## src/rtl/mem_stage_pkg.sv

```systemverilog
// Shared encodings for the MEM stage: load/store funct3 values,
// FSM state type and base byte-strobe patterns.
package mem_stage_pkg;

   // Load funct3 encodings
   localparam logic [2:0] F3_LB  = 3'b000;
   localparam logic [2:0] F3_LH  = 3'b001;
   localparam logic [2:0] F3_LW  = 3'b010;
   localparam logic [2:0] F3_LBU = 3'b100;
   localparam logic [2:0] F3_LHU = 3'b101;

   // Store funct3 encodings
   localparam logic [2:0] F3_SB  = 3'b000;
   localparam logic [2:0] F3_SH  = 3'b001;
   localparam logic [2:0] F3_SW  = 3'b010;

   // Base strobe patterns, shifted by the byte offset for sb/sh
   localparam logic [3:0] STRB_B = 4'b0001;
   localparam logic [3:0] STRB_H = 4'b0011;
   localparam logic [3:0] STRB_W = 4'b1111;

   typedef enum logic {
      IDLE = 1'b0,
      BUSY = 1'b1
   } mem_state_t;

endpackage

```

## src/rtl/mem_stage_align.sv

```systemverilog
// mem_align: combinational store lane replication / byte strobes and
// load lane extraction with sign or zero extension.
module mem_align
   import mem_stage_pkg::*;
(
   input  logic [2:0]  funct3,
   input  logic [1:0]  addr_lo,
   input  logic [31:0] store_data,
   input  logic [31:0] load_word,
   output logic [3:0]  wstrb,
   output logic [31:0] wdata,
   output logic [31:0] load_data
);

   logic [7:0]  lane_b;
   logic [15:0] lane_h;

   // Store side: strobes and lane-replicated write data
   always_comb begin
      wstrb = '0;
      wdata = store_data;
      case (funct3)
         F3_SB: begin
            wstrb = STRB_B << addr_lo;
            wdata = {4{store_data[7:0]}};
         end
         F3_SH: begin
            wstrb = STRB_H << addr_lo;
            wdata = {2{store_data[15:0]}};
         end
         F3_SW: begin
            wstrb = STRB_W;
            wdata = store_data;
         end
         default: begin
            wstrb = '0;
            wdata = store_data;
         end
      endcase
   end

   // Load side: pick the addressed byte/half and extend to 32 bits
   always_comb begin
      case (addr_lo)
         2'd0:    lane_b = load_word[7:0];
         2'd1:    lane_b = load_word[15:8];
         2'd2:    lane_b = load_word[23:16];
         default: lane_b = load_word[31:24];
      endcase
      lane_h = addr_lo[1] ? load_word[31:16] : load_word[15:0];
      case (funct3)
         F3_LB:   load_data = {{24{lane_b[7]}}, lane_b};
         F3_LBU:  load_data = {24'd0, lane_b};
         F3_LH:   load_data = {{16{lane_h[15]}}, lane_h};
         F3_LHU:  load_data = {16'd0, lane_h};
         F3_LW:   load_data = load_word;
         default: load_data = '0;
      endcase
   end

endmodule

```

## src/rtl/mem_stage.sv

```systemverilog
// MEM pipeline stage: alignment checks, data-memory req/ack handshake
// with timeout, MEM/WB register and stall back to EX.
module mem_stage
   import mem_stage_pkg::*;
#(
   parameter int TIMEOUT_CYCLES = 255,
   parameter int CNT_W          = 16
) (
   input  logic        clk,
   input  logic        rst_n,
   input  logic        ex_valid,
   input  logic [31:0] ex_alu_result,
   input  logic [31:0] ex_store_data,
   input  logic [2:0]  ex_funct3,
   input  logic        ex_mem_read,
   input  logic        ex_mem_write,
   input  logic [4:0]  ex_rd,
   input  logic        ex_reg_write,
   output logic        mem_stall,
   output logic        dmem_req,
   output logic        dmem_we,
   output logic [31:0] dmem_addr,
   output logic [31:0] dmem_wdata,
   output logic [3:0]  dmem_wstrb,
   input  logic        dmem_ack,
   input  logic [31:0] dmem_rdata,
   output logic        wb_valid,
   output logic [31:0] wb_data,
   output logic [4:0]  wb_rd,
   output logic        wb_reg_write,
   output logic        wb_misaligned,
   output logic        wb_bus_err
);

   localparam logic [CNT_W-1:0] CNT_LIMIT = CNT_W'(TIMEOUT_CYCLES - 1);

   mem_state_t       state_q, state_d;
   logic [CNT_W-1:0] cnt_q, cnt_d;
   logic [31:0]      addr_q, addr_d;
   logic [2:0]       f3_q, f3_d;
   logic [4:0]       rd_q, rd_d;
   logic             regw_q, regw_d;
   logic             we_q, we_d;
   logic [31:0]      wdata_q, wdata_d;
   logic [3:0]       wstrb_q, wstrb_d;
   logic             wb_valid_q, wb_valid_d;
   logic [31:0]      wb_data_q, wb_data_d;
   logic [4:0]       wb_rd_q, wb_rd_d;
   logic             wb_regw_q, wb_regw_d;
   logic             wb_mis_q, wb_mis_d;
   logic             wb_berr_q, wb_berr_d;

   logic             busy;
   logic             is_load, is_store, bad_access;
   logic [2:0]       al_f3;
   logic [1:0]       al_lo;
   logic [3:0]       al_wstrb;
   logic [31:0]      al_wdata, al_load;

   assign busy = (state_q == BUSY);

   // One aligner serves both phases: EX fields for stores in IDLE,
   // latched fields for load extraction in BUSY.
   assign al_f3 = busy ? f3_q : ex_funct3;
   assign al_lo = busy ? addr_q[1:0] : ex_alu_result[1:0];

   mem_align u_align (
      .funct3     (al_f3),
      .addr_lo    (al_lo),
      .store_data (ex_store_data),
      .load_word  (dmem_rdata),
      .wstrb      (al_wstrb),
      .wdata      (al_wdata),
      .load_data  (al_load)
   );

   // Classify the EX instruction: illegal funct3 or misaligned address
   always_comb begin
      is_load    = ex_mem_read;
      is_store   = ex_mem_write & ~ex_mem_read;
      bad_access = 1'b0;
      if (is_load) begin
         case (ex_funct3)
            F3_LW:         bad_access = (ex_alu_result[1:0] != 2'b00);
            F3_LH, F3_LHU: bad_access = ex_alu_result[0];
            F3_LB, F3_LBU: bad_access = 1'b0;
            default:       bad_access = 1'b1;
         endcase
      end else if (is_store) begin
         case (ex_funct3)
            F3_SW:   bad_access = (ex_alu_result[1:0] != 2'b00);
            F3_SH:   bad_access = ex_alu_result[0];
            F3_SB:   bad_access = 1'b0;
            default: bad_access = 1'b1;
         endcase
      end
   end

   // Next-state, request latching and MEM/WB register update
   always_comb begin
      state_d    = state_q;
      cnt_d      = cnt_q;
      addr_d     = addr_q;
      f3_d       = f3_q;
      rd_d       = rd_q;
      regw_d     = regw_q;
      we_d       = we_q;
      wdata_d    = wdata_q;
      wstrb_d    = wstrb_q;
      wb_valid_d = 1'b0;
      wb_data_d  = wb_data_q;
      wb_rd_d    = wb_rd_q;
      wb_regw_d  = 1'b0;
      wb_mis_d   = 1'b0;
      wb_berr_d  = 1'b0;
      case (state_q)
         IDLE: begin
            cnt_d = '0;
            if (ex_valid) begin
               if (is_load || is_store) begin
                  if (bad_access) begin
                     wb_valid_d = 1'b1;
                     wb_mis_d   = 1'b1;
                     wb_data_d  = ex_alu_result;
                     wb_rd_d    = ex_rd;
                  end else begin
                     state_d = BUSY;
                     addr_d  = ex_alu_result;
                     f3_d    = ex_funct3;
                     rd_d    = ex_rd;
                     regw_d  = ex_reg_write;
                     we_d    = is_store;
                     wdata_d = is_store ? al_wdata : '0;
                     wstrb_d = is_store ? al_wstrb : '0;
                  end
               end else begin
                  wb_valid_d = 1'b1;
                  wb_data_d  = ex_alu_result;
                  wb_rd_d    = ex_rd;
                  wb_regw_d  = ex_reg_write;
               end
            end
         end
         BUSY: begin
            cnt_d = cnt_q + CNT_W'(1);
            // Ack is tested first so an ack on the limit cycle completes cleanly
            if (dmem_ack) begin
               state_d    = IDLE;
               we_d       = 1'b0;
               wb_valid_d = 1'b1;
               wb_rd_d    = rd_q;
               wb_data_d  = we_q ? '0 : al_load;
               wb_regw_d  = we_q ? 1'b0 : regw_q;
            end else if (cnt_q == CNT_LIMIT) begin
               state_d    = IDLE;
               we_d       = 1'b0;
               wb_valid_d = 1'b1;
               wb_berr_d  = 1'b1;
               wb_rd_d    = rd_q;
               wb_data_d  = '0;
            end
         end
         default: state_d = IDLE;
      endcase
   end

   // State and pipeline registers, asynchronous active-low reset
   always_ff @(posedge clk or negedge rst_n) begin
      if (!rst_n) begin
         state_q    <= IDLE;
         cnt_q      <= '0;
         addr_q     <= '0;
         f3_q       <= '0;
         rd_q       <= '0;
         regw_q     <= 1'b0;
         we_q       <= 1'b0;
         wdata_q    <= '0;
         wstrb_q    <= '0;
         wb_valid_q <= 1'b0;
         wb_data_q  <= '0;
         wb_rd_q    <= '0;
         wb_regw_q  <= 1'b0;
         wb_mis_q   <= 1'b0;
         wb_berr_q  <= 1'b0;
      end else begin
         state_q    <= state_d;
         cnt_q      <= cnt_d;
         addr_q     <= addr_d;
         f3_q       <= f3_d;
         rd_q       <= rd_d;
         regw_q     <= regw_d;
         we_q       <= we_d;
         wdata_q    <= wdata_d;
         wstrb_q    <= wstrb_d;
         wb_valid_q <= wb_valid_d;
         wb_data_q  <= wb_data_d;
         wb_rd_q    <= wb_rd_d;
         wb_regw_q  <= wb_regw_d;
         wb_mis_q   <= wb_mis_d;
         wb_berr_q  <= wb_berr_d;
      end
   end

   assign mem_stall     = busy;
   assign dmem_req      = busy;
   assign dmem_we       = we_q;
   assign dmem_addr     = {addr_q[31:2], 2'b00};
   assign dmem_wdata    = wdata_q;
   assign dmem_wstrb    = wstrb_q;
   assign wb_valid      = wb_valid_q;
   assign wb_data       = wb_data_q;
   assign wb_rd         = wb_rd_q;
   assign wb_reg_write  = wb_regw_q;
   assign wb_misaligned = wb_mis_q;
   assign wb_bus_err    = wb_berr_q;

endmodule

```

## config.mk

```make
export PLATFORM = sky130hd
export DESIGN_NAME = mem_stage
export DESIGN_NICKNAME = d
export VERILOG_FILES = /design/src/rtl/mem_stage_pkg.sv /design/src/rtl/mem_stage_align.sv /design/src/rtl/mem_stage.sv
export SDC_FILE = /design/constraint.sdc
export NUM_CORES = 1
export LEC_CHECK = 0
export ABC_CLOCK_PERIOD_IN_PS = 3650
export BUFFER_PORTS_ARGS = -buffer_cell sky130_fd_sc_hd__buf_2
export CORE_ASPECT_RATIO = 1.2
export CORE_UTILIZATION = 45
export CTS_CLUSTER_SIZE = 16
export DETAILED_ROUTE_END_ITERATION = 16
export PLACE_DENSITY = 0.75
export SYNTH_ARGS = -nofsm -noshare
export SYNTH_HDL_FRONTEND = slang
export SYNTH_HIERARCHICAL = 1
export SYNTH_SLANG_ARGS = --single-unit
export TNS_END_PERCENT = 5
```

## constraint.sdc

```tcl
create_clock -name clk -period 3.65 [get_ports clk]
set_input_delay 0.365 -clock clk [delete_from_list [all_inputs] [get_ports clk]]
set_output_delay 0.365 -clock clk [all_outputs]
set_load 0.1 [all_outputs]
```

* Word level (Yosys, flattened, before mapping)
Index checks and enable logic that the tools add are counted.
Word-level totals: output and inout bits 112, register bits 136, logic and storage cells 103
Cells by class: mux-type cells 55, bitwise gates (word level) 4, equal/unequal tests 16, shifts and indexed selects 2, $add $sub $neg 1, reductions and logical operators 10
Operator list (number):
- $mux W32 | 7
- $pmux W32 S5 | 1
- $pmux W32 S2 | 2
- $pmux W16 S2 | 1
- $mux W1 | 26
- $mux W5 | 5
- $pmux W8 S3 | 1
- $add A16 B1 Y16 const B | 1
- $eq A16 B8 Y1 const B | 1
- $mux W16 | 1
- $eq A3 B3 Y1 const B | 4
- $pmux W4 S3 | 1
- $pmux W5 S2 | 1
- $pmux W1 S2 | 4
- $reduce_and A4 Y1 | 2
- $eq A3 B1 Y1 const B | 2
- $eq A3 B2 Y1 const B | 2
- $logic_not A3 Y1 | 2
- $ne A2 B2 Y1 const B | 3
- $pmux W1 S3 | 2
- $mux W4 | 1
- $reduce_or A2 Y1 | 2
- $shl A1 B2 Y4 const A | 1
- $shl A2 B2 Y4 const A | 1
- other kinds (12) | 14

* Logic depth before layout (Yosys ltp)
word-level depth 8, mapped depth 10, gate-level depth less buffers 6

* Cells and area by module
The synthesis kept the hierarchy.
By module, submodules not included:
- mem_stage | times used 1, cells an instance 511, area an instance 6306.0 um^2
- mem_align | times used 1, cells an instance 202, area an instance 1596.5 um^2

* Least setup slack after synthesis
No wires, ideal clock.
path kind register to register, start register state_q, in the netlist dmem_req, end register wb_data_q[0], in the netlist wb_data[0], arrival 3.080 ns, data required time 3.525 ns, slack 0.445 ns, cell stages (with the launch flop) 8, setup time 0.125 ns, path buffers 2, cells stage by stage dfrtp_1 > clkbuf_1 > mux2_2 > buf_6 > mux4_2 > a221o_1 > a22o_1 > mux2_2
Between the ends: longest elaborated chain between the ends 7, elaborated cells on any way between the ends 21, classes of those cells 9 x eq/ne; 8 x mux; 1 x bitwise; 3 x reduce/logical
RTL lines:
- from (decl) | RTL line mem_stage.sv:37 | mem_state_t state_q, state_d;
- from (signal assigned) | RTL line mem_stage.sv:186 | state_q <= state_d;
- $mux W2 (*) | RTL line mem_stage.sv:65 | assign al_lo = busy ? addr_q[1:0] : ex_alu_result[1:0];
- via al_lo[1] | RTL line mem_stage.sv:56 | logic [1:0] al_lo;
- $eq A2 B2 Y1 (tied with other cells) | RTL line mem_stage_align.sv:44 | case (addr_lo)
- $pmux W8 S3 | RTL line mem_stage_align.sv:44
- $pmux W32 S5 (*) | RTL line mem_stage_align.sv:51 | case (funct3)
- via al_load[0] | RTL line mem_stage.sv:58 | logic [31:0] al_wdata, al_load;
- $mux W32 (*) | RTL line mem_stage.sv:152 | wb_data_d = we_q ? '0 : al_load;
- $mux W32 (*) | RTL line mem_stage.sv:147 | if (dmem_ack) begin
- $pmux W32 S2 (*) | RTL line mem_stage.sv:116 | case (state_q)
- to (signal assigned) | RTL line mem_stage.sv:196 | wb_data_q <= wb_data_d;
- to (decl) | RTL line mem_stage.sv:47 | logic [31:0] wb_data_q, wb_data_d;
The timed path passes the listed nets; every way through them passes the cells marked *. A chain may end at the register's enable or synchronous reset.

* Final worst setup path
start register cnt_q[12], end register wb_data_q[5], in the netlist wb_data[5]
Between the ends: longest elaborated chain between the ends 3
RTL lines:
- from (decl) | RTL line mem_stage.sv:38 | logic [CNT_W-1:0] cnt_q, cnt_d;
- from (signal assigned) | RTL line mem_stage.sv:187 | cnt_q <= cnt_d;
- $eq A16 B8 Y1 | RTL line mem_stage.sv:154 | end else if (cnt_q == CNT_LIMIT) begin
- $ne A3 B2 Y1 (no line)
- $reduce_and A3 Y1 (no line)
No other way between the ends.

==> impl_metrics.py <==
metrics = {
    "synth": {
        "synth.cell_area_um2": 7900,
        "synth_edf_count": 0,
        "synth.avg_cell_area_um2": 11.1,
        "synth_seq_cells": 136,
        "synth_ff_type": "dfrtp_1",
        "synth_top_area_share_pct": 43.1,
        "yosysWarnings": 6,
        "synthCells": 713,
        "ys_types": 57,
        "async_flop_share_pct": 100,
        "ys_seq_area_share_pct": 43.1,
        "synth_area_leaders": "dfrtp_1 43%, mux2_2 14%, mux2i_1 6.6%",
        "netlist.top_cell.by_area": "dfrtp_1",
    },
    "job": {
        "max-cap-violations": 0,
    },
    "clocking": {
        "cts_sinks": 136,
        "clk_path_buf_depth": 2,
        "clock_latency_ns": 0.43,
        "cts_tree": "done",
        "cts.htree.levels": 4,
        "postCtsSetupBuffers": 0,
        "cts_hold_buf": 1,
        "numCtsBuffers": 17,
        "clk_pin_slew_ns": 0.06,
        "cts_resized": 0,
        "cts-root-buf": "clkbuf_16",
    },
    "global_routing": {
        "grt_first_pass_wirelength_um": 31700,
        "grtUsageMet2_pct": 37.1,
        "grt.overflow.total": 0,
        "top_usage_layer": "met2",
        "antenna_found_initial": 4,
        "grt.met3_usage_pct": 7.10,
        "gr-usage-met1_pct": 29.3,
        "grt_pass1_vias": 6017,
        "track_usage_pct": 22.9,
        "grt_max_degree": 72,
    },
    "setup_path": {
        "timing.critical_path.required_ns": 3.95,
        "max_stage_delay_ns": 0.56,
        "r2r_slack_ns": 0.81,
        "crit_family": "simple AND/OR/NAND/NOR gates",
        "critPathCaptureType": "flip-flop",
        "path_buf_inv": 1,
        "cp-start-kind": "flip-flop",
        "criticalPathCategory": "flip-flop to flip-flop",
        "crit_chain": "or4b_1 > or4_4 > a22oi_2 > buf_12 > mux2_2",
        "cp_max_fo": 33,
        "critical_path_arrival_ns": 3.14,
        "slowest_stage": "or4_4",
    },
    "final_layout": {
        "layout-drive-gt1-share_pct": 45.6,
        "nets": 988,
        "stdcell_count": 1106,
        "syn_to_final_growth_pct": 20.3,
        "fin_util_pct": 55.8,
        "nFillCells": 1553,
    },
    "pwr": {
        "power.density_nw_per_um2": 795,
        "cellLeakagePower_uw": 0.00452,
        "ir_drop_mv": 0.528,
    },
    "placed_design": {
        "dp.cells": 1071,
        "port_buffers": 220,
        "hpwl_um": 14300,
        "gp_congestion": 0.884,
    },
    "sta": {
        "fin_crit_sh_pct": 77.7,
        "hold_viol": 0,
        "finClkSkew_ns": 0.0108,
        "max-slew-margin-rel_pct": 47.7,
        "fin_crit_ns": 2.84,
        "finalSetupViolCount": 0,
        "slew_violations": 0,
        "rsz0062_at_grt": "no",
        "tns_ns": 0,
        "holdWs_ns": 0.176,
        "tightest_slew_ns": 0.784,
        "fmax_mhz": 353,
    },
    "floorplanning": {
        "boundaryPins": 223,
        "core_region_area_um2": 17000,
        "num_rows": 52,
        "start_util_pct": 46.4,
        "fp.dieW_um": 123,
        "dieArea_um2": 18100,
        "fp.dieH_um": 147,
    },
    "status": {
        "status": "finished, final reports clean",
    },
    "drt": {
        "vias": 6016,
        "drc": 0,
        "routedWlPerCell_um": 18.1,
        "via_per_inst": 5.44,
        "drtAntennaViolNets": 0,
        "drt_iter0_markers": 285,
        "totalWireLength_um": 20000,
        "first_pass_iters": 4,
    },
    "min_path": {
        "min_path_type": "input pin to flip-flop",
    },
}
-- path summary, 6_finish.rpt --
kind                                                   end  cells past startpoint                start
max in group asynchronous       dmem_wdata[11]$_DFFE_PN0P_                      3                rst_n
worst max register to register      wb_data[5]$_DFFE_PN0P_                      5  cnt_q[12]$_DFF_PN0_
worst min register to register          cnt_q[0]$_DFF_PN0_                      1   cnt_q[0]$_DFF_PN0_
min in group asynchronous           addr_q[17]$_DFFE_PN0P_                      2                rst_n
worst min-delay path                  wb_bus_err$_DFF_PN0_                      2             dmem_ack
worst max-delay path                wb_data[5]$_DFFE_PN0P_                      5  cnt_q[12]$_DFF_PN0_
-- cell families (layout without fill, tap and decap cells) --
logic type,count (synthesis),in the layout,share of synthesized area [%]
other,1,4,0.0475
AOI/OAI and AO/OA,123,123,11.7
adders and majority gates,2,2,0.317
muxes,172,172,25.6
and+or+nand+nor,135,135,8.57
xor gates and xnor gates,9,9,0.998
DFF,136,136,43.1
buffers and inverters,135,309,9.77
-- power by group --
group | total, µW | switching [µW] | internal (µW)
registers | 2000 | 167 | 1830
clock network | 1960 | 704 | 1260
logic | 3600 | 2850 | 751
total | 7560 | 3720 | 3840
-- worst reg2reg max path: stages (launching register included) --
cell and delay, ns:
dfrtp_1 0.42, or4b_1 0.53, or4_4 0.56, a22oi_2 0.50
buf_12 0.31, mux2_2 0.41
-- cell type report --
| type | instances | area (µm²) | share of cell area (%) |
|---|---|---|---|
| antenna | 2 | 5.00 | 0.0526 |
| clock buffer | 19 | 453 | 4.76 |
| clock inverter | 13 | 215 | 2.26 |
| inverter | 43 | 161 | 1.70 |
| multi-input combinational | 443 | 3750 | 39.4 |
| sequential | 136 | 3400 | 35.8 |
| tap | 216 | 270 | 2.84 |
| timing repair buffer | 234 | 1250 | 13.2 |
-- placed cells by master (no fill, tap or decap), drive strengths merged, types with 4 or more instances in the layout --
| master | netlist | routed |
|---|---|---|
| o211ai | 17 | 17 |
| a21o | 5 | 5 |
| o21ai | 8 | 8 |
| a21oi | 41 | 41 |
| nand4 | 4 | 4 |
| a22o | 32 | 32 |
| or4 | 5 | 5 |
| nand2b | 4 | 4 |
| nor2b | 9 | 9 |
| or3 | 5 | 5 |
| mux2 | 114 | 114 |
| mux4 | 6 | 6 |
| dfrtp | 136 | 136 |
| buf | 67 | 233 |
| mux2i | 52 | 52 |
| bufinv | 0 | 5 |
| inv | 42 | 45 |
| clkinv | 1 | 5 |
| nand3 | 21 | 21 |
| xor2 | 6 | 6 |
| clkbuf | 25 | 19 |
| nor2 | 29 | 29 |
| nand2 | 44 | 44 |
-- sequential cells by signal (all words and copies together), names as in the netlist, 3 cells and up --
signal      flops
addr_q         32
cnt_q          16
dmem_wdata     32
dmem_wstrb      4
f3_q            3
rd_q            5
wb_data        32
wb_rd           5
-- synth_stat cells (2+ instances only) --
library cell / number
a21o_1: 5
a21oi_1: 41
a221o_1: 3
a22o_1: 32
a31oi_1: 2
and2_1: 2
and3_1: 2
buf_12: 2
buf_2: 12
buf_4: 46
buf_6: 6
clkbuf_1: 25
dfrtp_1: 136
ha_1: 2
inv_1: 42
mux2_2: 95
mux2_4: 19
mux2i_1: 52
mux4_1: 3
mux4_2: 3
nand2_1: 44
nand2b_1: 3
nand3_1: 21
nand4_1: 4
nor2_1: 28
nor2b_1: 9
nor3b_1: 2
o211ai_1: 7
o211ai_2: 10
o21a_1: 2
o21ai_0: 8
o31ai_1: 3
o32ai_1: 3
or2_2: 2
or3_1: 5
or4_1: 4
xnor2_1: 3
xor2_1: 6
-- routing by layer --
metal	part of all wire (%)	vias to the layer above
li1	-	2819
met4	1.4	2
met2	49	194
met5	0.050	-
met3	7.1	24
met1	43	2977
-- metrics by stage --
stage	power (µW)	setup slack [ns]	cell area, µm²
floorplan	5180	0.445	7910
global placement	5590	0.875	8830
detailed placement	5630	0.843	8830
CTS	7600	0.839	9500
global route	7830	0.691	9510
finish	7560	0.815	9510
(Power assumes the default switching activity.)
